### config.mk
export PLATFORM = sky130hd
export DESIGN_NAME = ram_burst_reader_flat
export DESIGN_NICKNAME = d
export VERILOG_FILES = /design/src/rtl/ram_burst_pkg.sv /design/src/rtl/ram_burst_reader_if.sv /design/src/rtl/ram_burst_reader_fifo.sv /design/src/rtl/ram_burst_reader.sv /design/src/flat_wrapper.sv
export SDC_FILE = /design/constraint.sdc
export NUM_CORES = 1
export LEC_CHECK = 0
export CAP_MARGIN = 20
export CORE_MARGIN = 3
export CORE_UTILIZATION = 55
export DETAILED_ROUTE_END_ITERATION = 10
export PLACE_DENSITY = 0.76
export SLEW_MARGIN = 10
export SYNTH_ARGS = -nofsm -noshare
export SYNTH_HDL_FRONTEND = slang
export SYNTH_HIERARCHICAL = 1
export SYNTH_SLANG_ARGS = --single-unit
### constraint.sdc
create_clock -name clk -period 2.75 [get_ports clk]
set_input_delay 0.275 -clock clk [delete_from_list [all_inputs] [get_ports clk]]
set_output_delay 0.275 -clock clk [all_outputs]
set_load 0.05 [all_outputs]
### src/rtl/ram_burst_pkg.sv
// Shared types and constants for the RAM burst reader and its output FIFO.
package ram_burst_pkg;

    typedef enum logic [1:0] {
        IDLE  = 2'd0,
        ISSUE = 2'd1,
        DRAIN = 2'd2
    } state_t;

    localparam int FIFO_DEPTH     = 4;
    localparam int RD_LATENCY     = 1;
    // One stage for the address register, plus one per RAM read-latency cycle.
    localparam int INFLIGHT_DEPTH = RD_LATENCY + 1;

endpackage

### src/rtl/ram_burst_reader_if.sv
// Request, RAM read port and output stream of the burst reader, bundled together.
interface ram_burst_reader_if #(
    parameter int D_WIDTH = 16,
    parameter int A_WIDTH = 4
);
    logic               start;
    logic [A_WIDTH-1:0] start_address;
    logic [A_WIDTH:0]   burst_len;
    logic               busy;
    logic               done;
    logic [A_WIDTH-1:0] address_read;
    logic [D_WIDTH-1:0] data_read;
    logic [D_WIDTH-1:0] out_data;
    logic               out_valid;
    logic               out_ready;
    logic               out_last;

    modport slave (
        input  start, start_address, burst_len, data_read, out_ready,
        output busy, done, address_read, out_data, out_valid, out_last
    );

    modport master (
        output start, start_address, burst_len, data_read, out_ready,
        input  busy, done, address_read, out_data, out_valid, out_last
    );
endinterface

### src/rtl/ram_burst_reader_fifo.sv
// Small first-word-fall-through FIFO; head data reads as zero while empty.
module burst_fifo
    import ram_burst_pkg::*;
#(
    parameter int WIDTH = 17,
    parameter int DEPTH = FIFO_DEPTH
) (
    input  logic                     clk,
    input  logic                     reset,
    input  logic                     i_push,
    input  logic [WIDTH-1:0]         i_push_data,
    input  logic                     i_pop,
    output logic [WIDTH-1:0]         o_pop_data,
    output logic [$clog2(DEPTH):0]   o_count,
    output logic                     o_empty,
    output logic                     o_full
);
    localparam int PTR_W = $clog2(DEPTH);

    // Pointers wrap naturally, so DEPTH must be a power of two.
    logic [WIDTH-1:0] r_mem [DEPTH];
    logic [PTR_W-1:0] r_wr_ptr;
    logic [PTR_W-1:0] r_rd_ptr;
    logic [PTR_W:0]   r_count;
    logic             w_pop_ok;
    logic             w_push_ok;

    assign o_count    = r_count;
    assign o_empty    = (r_count == '0);
    assign o_full     = (r_count == (PTR_W+1)'(DEPTH));
    assign w_pop_ok   = i_pop && !o_empty;
    assign w_push_ok  = i_push && (!o_full || w_pop_ok);
    assign o_pop_data = o_empty ? '0 : r_mem[r_rd_ptr];

    always_ff @(posedge clk) begin
        if (w_push_ok) begin
            r_mem[r_wr_ptr] <= i_push_data;
        end
    end

    always_ff @(posedge clk) begin
        if (reset) begin
            r_wr_ptr <= '0;
            r_rd_ptr <= '0;
            r_count  <= '0;
        end else begin
            if (w_push_ok) begin
                r_wr_ptr <= r_wr_ptr + 1'b1;
            end
            if (w_pop_ok) begin
                r_rd_ptr <= r_rd_ptr + 1'b1;
            end
            case ({w_push_ok, w_pop_ok})
                2'b10:   r_count <= r_count + 1'b1;
                2'b01:   r_count <= r_count - 1'b1;
                default: r_count <= r_count;
            endcase
        end
    end

    always_ff @(posedge clk) begin
        if (!reset) begin
            assert (!(i_push && o_full && !w_pop_ok));
        end
    end

endmodule

### src/rtl/ram_burst_reader.sv
// Burst read master: issues addresses to a 1-cycle-latency RAM and streams the
// returned words out in address order under valid/ready backpressure.
module ram_burst_reader
    import ram_burst_pkg::*;
#(
    parameter int D_WIDTH = 16,
    parameter int A_WIDTH = 4,
    parameter int A_MAX   = 16
) (
    input  logic          clk,
    input  logic          reset,
    ram_burst_reader_if.slave bus
);
    localparam int CNT_W = $clog2(FIFO_DEPTH) + 1;
    localparam int SUM_W = $clog2(FIFO_DEPTH + INFLIGHT_DEPTH + 1);
    localparam logic [A_WIDTH:0]   LEN_MAX   = (A_WIDTH+1)'(A_MAX);
    localparam logic [A_WIDTH-1:0] ADDR_LAST = A_WIDTH'(A_MAX - 1);

    state_t                    r_state;
    state_t                    w_state_next;
    logic [A_WIDTH-1:0]        r_addr;
    logic [A_WIDTH-1:0]        w_addr_next;
    logic [A_WIDTH-1:0]        w_addr_inc;
    logic [A_WIDTH:0]          r_remaining;
    logic [A_WIDTH:0]          w_remaining_next;
    logic [A_WIDTH:0]          w_len_clamped;
    logic [INFLIGHT_DEPTH-1:0] r_pipe_valid;
    logic [INFLIGHT_DEPTH-1:0] r_pipe_last;
    logic                      r_done;
    logic                      w_done_next;
    logic                      w_issue;
    logic                      w_issue_last;
    logic [SUM_W-1:0]          w_inflight;
    logic                      w_credit;

    logic                      w_push;
    logic [D_WIDTH:0]          w_push_data;
    logic                      w_pop;
    logic [D_WIDTH:0]          w_pop_data;
    logic [CNT_W-1:0]          w_count;
    logic                      w_empty;
    logic                      w_full;

    assign w_len_clamped = (bus.burst_len > LEN_MAX) ? LEN_MAX : bus.burst_len;
    assign w_addr_inc    = (r_addr == ADDR_LAST) ? '0 : r_addr + 1'b1;

    // Oldest pipeline stage holds the word the RAM is presenting this cycle.
    assign w_push      = r_pipe_valid[INFLIGHT_DEPTH-1];
    assign w_push_data = {r_pipe_last[INFLIGHT_DEPTH-1], bus.data_read};
    assign w_pop       = !w_empty && bus.out_ready;

    always_comb begin
        w_inflight = '0;
        for (int i = 0; i < INFLIGHT_DEPTH; i++) begin
            w_inflight = w_inflight + SUM_W'(r_pipe_valid[i]);
        end
    end

    // Registered counts only: a same-cycle pop does not free credit.
    assign w_credit = (SUM_W'(w_count) + w_inflight) < SUM_W'(FIFO_DEPTH);

    always_comb begin
        w_state_next     = r_state;
        w_addr_next      = r_addr;
        w_remaining_next = r_remaining;
        w_issue          = 1'b0;
        w_issue_last     = 1'b0;
        w_done_next      = 1'b0;
        case (r_state)
            IDLE: begin
                if (bus.start) begin
                    if (w_len_clamped == '0) begin
                        w_done_next = 1'b1;
                    end else begin
                        w_issue          = 1'b1;
                        w_issue_last     = (w_len_clamped == (A_WIDTH+1)'(1));
                        w_addr_next      = bus.start_address;
                        w_remaining_next = w_len_clamped - 1'b1;
                        w_state_next     = w_issue_last ? DRAIN : ISSUE;
                    end
                end
            end
            ISSUE: begin
                if (w_credit) begin
                    w_issue          = 1'b1;
                    w_addr_next      = w_addr_inc;
                    w_remaining_next = r_remaining - 1'b1;
                    if (r_remaining == (A_WIDTH+1)'(1)) begin
                        w_issue_last = 1'b1;
                        w_state_next = DRAIN;
                    end
                end
            end
            DRAIN: begin
                // Finish on the edge that consumes the final word.
                if ((r_pipe_valid == '0) &&
                    (w_empty || ((w_count == CNT_W'(1)) && w_pop))) begin
                    w_done_next  = 1'b1;
                    w_state_next = IDLE;
                end
            end
            default: begin
                w_state_next = IDLE;
            end
        endcase
    end

    always_ff @(posedge clk) begin
        if (reset) begin
            r_state      <= IDLE;
            r_addr       <= '0;
            r_remaining  <= '0;
            r_pipe_valid <= '0;
            r_pipe_last  <= '0;
            r_done       <= 1'b0;
        end else begin
            r_state      <= w_state_next;
            r_addr       <= w_addr_next;
            r_remaining  <= w_remaining_next;
            r_pipe_valid <= {r_pipe_valid[INFLIGHT_DEPTH-2:0], w_issue};
            r_pipe_last  <= {r_pipe_last[INFLIGHT_DEPTH-2:0], w_issue_last};
            r_done       <= w_done_next;
        end
    end

    burst_fifo #(
        .WIDTH (D_WIDTH + 1),
        .DEPTH (FIFO_DEPTH)
    ) u_fifo (
        .clk         (clk),
        .reset       (reset),
        .i_push      (w_push),
        .i_push_data (w_push_data),
        .i_pop       (w_pop),
        .o_pop_data  (w_pop_data),
        .o_count     (w_count),
        .o_empty     (w_empty),
        .o_full      (w_full)
    );

    assign bus.busy         = (r_state != IDLE);
    assign bus.done         = r_done;
    assign bus.address_read = r_addr;
    assign bus.out_valid    = !w_empty;
    assign bus.out_data     = w_pop_data[D_WIDTH-1:0];
    assign bus.out_last     = w_pop_data[D_WIDTH] && !w_empty;

endmodule

### src/flat_wrapper.sv
// flat-port wrapper written by rule: the top's interface ports become plain ports
module ram_burst_reader_flat import ram_burst_pkg::*;
#(
    parameter int D_WIDTH = 16,
    parameter int A_WIDTH = 4,
    parameter int A_MAX   = 16
)
  (clk, reset, bus_start, bus_start_address, bus_burst_len, bus_data_read, bus_out_ready, bus_busy, bus_done, bus_address_read, bus_out_data, bus_out_valid, bus_out_last);
  ram_burst_reader_if #(.D_WIDTH(D_WIDTH), .A_WIDTH(A_WIDTH)) bus_i ();
  input  logic clk;
  input  logic reset;
  input wire logic [$bits(bus_i.start)-1:0] bus_start;
  input wire logic [$bits(bus_i.start_address)-1:0] bus_start_address;
  input wire logic [$bits(bus_i.burst_len)-1:0] bus_burst_len;
  input wire logic [$bits(bus_i.data_read)-1:0] bus_data_read;
  input wire logic [$bits(bus_i.out_ready)-1:0] bus_out_ready;
  output wire logic [$bits(bus_i.busy)-1:0] bus_busy;
  output wire logic [$bits(bus_i.done)-1:0] bus_done;
  output wire logic [$bits(bus_i.address_read)-1:0] bus_address_read;
  output wire logic [$bits(bus_i.out_data)-1:0] bus_out_data;
  output wire logic [$bits(bus_i.out_valid)-1:0] bus_out_valid;
  output wire logic [$bits(bus_i.out_last)-1:0] bus_out_last;
  assign bus_i.start = bus_start;
  assign bus_i.start_address = bus_start_address;
  assign bus_i.burst_len = bus_burst_len;
  assign bus_i.data_read = bus_data_read;
  assign bus_i.out_ready = bus_out_ready;
  assign bus_busy = bus_i.busy;
  assign bus_done = bus_i.done;
  assign bus_address_read = bus_i.address_read;
  assign bus_out_data = bus_i.out_data;
  assign bus_out_valid = bus_i.out_valid;
  assign bus_out_last = bus_i.out_last;
  ram_burst_reader #(.D_WIDTH(D_WIDTH), .A_WIDTH(A_WIDTH), .A_MAX(A_MAX)) u_core (.clk(clk), .reset(reset), .bus(bus_i));
endmodule
==> results.json <==
{
  "vdd_drop_max_v": 0.000416,
  "final_cell_mix": "68 x edfxtp_1, 35 x clkdlybuf4s50_1, 29 x buf_4, 25 x dfxtp_1, 19 x nor2b_1",
  "die-height_um": 94.4,
  "cp.arrival_ns": 2.17,
  "worst_pin_slew_ns": 0.694,
  "avgSynthCellArea_um2": 14.4,
  "cts_resized": 0,
  "drv_slew": 0,
  "finalCritPeriodShare_pct": 89.0,
  "cts_tree": "built",
  "final-setup-viol-count": 0,
  "grt_pass1_vias": 2582,
  "seq_area_um2": 2540,
  "cp_max_fo": 11,
  "path_class": "flip-flop to output port",
  "crit_slowest_cell": "clkdlybuf4s50_1",
  "layout-drive-gt1-share_pct": 19.8,
  "crit_chain": "inv_1 -> nand2_1 -> clkdlybuf4s50_1",
  "fillerInstances": 504,
  "first_pass_iters": 4,
  "htree_num_levels": 3,
  "drt_wl_total_mm": 8.19,
  "grt_pass1_wl_mm": 12.9,
  "drt_iter0_markers": 104,
  "wire_per_inst_um": 17.7,
  "critPathMaxStageDelay_ns": 0.81,
  "die_x_um": 94.4,
  "yosysWarningCount": 6,
  "initial_core_util_pct": 58.0,
  "clk_latency_ns": 0.35,
  "cp_data_required_time_ns": 2.48,
  "drc_errors": 0,
  "via_count": 2659,
  "ios": 53,
  "hold_path.class": "flip-flop to flip-flop",
  "dp_hpwl_mm": 5.73,
  "syn_area_um2": 4300,
  "mostFrequentLayoutCell": "edfxtp_1",
  "rsz0062_at_grt": "no",
  "final_nets": 398,
  "rr_endpoint": "u_core/bus.address_read[2]",
  "critPathCapture": "bus_busy",
  "rrSetupSlack_ns": 0.58,
  "status": "finished, final reports clean",
  "core_area_um2": 7410,
  "gp_congestion": 0.917,
  "rr_startpoint": "u_core/u_fifo/o_count[0]",
  "clk_pin_slew_ns": 0.08,
  "antenna_cells": 0,
  "stdcell_area_um2": 5150,
  "finalNonFillerCells": 462,
  "r2r_cells": 5,
  "grt_overflow": 0,
  "synth_cells": 298,
  "cap_violations": 0,
  "startpoint": "u_core/r_state[1]",
  "finalSetupTns_ns": 0,
  "post-place-ws_ns": 0.215,
  "cts-buffers-inserted": 9,
  "antenna_found_initial": 0,
  "rows": 31,
  "grt_usage_pct": 19.5,
  "portBuffers": 52,
  "ctsHoldBuffers": 0,
  "grt_max_degree": 24,
  "setup_ws_ns": 0.303,
  "fin_crit_ns": 2.45,
  "relSlewSlack_pct": 53.6,
  "viasPerCell": 5.76,
  "max_freq_ghz": 0.409,
  "fin_skew_ns": 0.0117,
  "multi_input_area_um2": 1600,
  "dpl_cell_area_um2": 4930,
  "syn_nets": 338,
  "leakage_uw": 0.00182,
  "ant_nets": 0,
  "fp.dieArea_um2": 8910,
  "cts_setup_buffers": 0,
  "cts.path.max_buffers": 2,
  "cts.sinks": 93,
  "clockRootBuffer": "clkbuf_8",
  "worstSetupEndpointType": "output port",
  "startpoint_type": "flip-flop",
  "whs_ns": 0.436,
  "hold_viol": 0,
  "pwr_density_cell_nw_per_um2": 586,
  "placed_cells": 446,
  "area_growth_pct": 19.9
}
## report_power, final
part	internal [µW]	switching, µW	total (µW)
sequential	1560	52.1	1610
combinational	190	231	421
clock	516	473	989
## metal layers
layer	up-vias	global-route usage (%)	share of wire (%)	routed length [µm]
li1	1273	-	-	-
met1	1293	24.0	42	3440
met2	80	33.7	51	4210
met3	13	3.90	4.6	378
met4	0	8.18	1.9	157
met5	-	0	0	0
## per-stage QoR
step                      utilization (%)  power [µW]
after floorplan                         -        1900
after global placement               66.6        2050
after detailed placement             66.6        2060
after CTS                            69.5        3040
after global routing                 69.5        3140
final                                69.5        3020
## layout make-up
type | instances | share of cell area [%]
Sequential cell | 93 | 49.3
Tap cell | 99 | 2.40
Clock inverter | 7 | 1.85
Inverter | 15 | 1.09
Timing Repair Buffer | 66 | 11.8
Clock buffer | 9 | 2.40
Multi-Input combinational cell | 173 | 31.1
## worst max-delay path: cells and delay by family, from the launching register on
| family | cells | cell delay (ns) |
|---|---|---|
| buffers and inverters | 2 | 1.11 |
| and+or+nand+nor | 1 | 0.14 |
| DFF | 1 | 0.58 |
## worst min path at each step
stage | slack (ns) | to | start | depth (start not counted)
6_report | 0.44 | u_core/r_pipe_last[1] | u_core/r_pipe_last[0] | 1
5_1_grt | 0.46 | u_core/r_pipe_last[1] | u_core/r_pipe_last[0] | 1
4_1_cts | 0.44 | u_core/r_pipe_last[1] | u_core/r_pipe_last[0] | 1
3_5_place_dp | 0.42 | u_core/r_pipe_last[1] | u_core/r_pipe_last[0] | 1
3_3_place_gp | 0.42 | u_core/r_pipe_last[1] | u_core/r_pipe_last[0] | 1
2_1_floorplan | 0.37 | u_core/u_fifo/r_mem[0][0] | bus_data_read[0] | 0
## flip-flops by register name, summed over array words and instances (netlist names), named ones only
name	flops
u_core/r_state	2
u_core/u_fifo/r_wr_ptr	2
u_core/u_fifo/o_count	3
u_core/r_remaining	5
u_core/u_fifo/r_rd_ptr	2
u_core/r_pipe_last	2
u_core/u_fifo/r_mem	68
u_core/r_pipe_valid	2
u_core/bus.done	1
u_core/bus.address_read	4
Power figures use the tool's default switching activity.
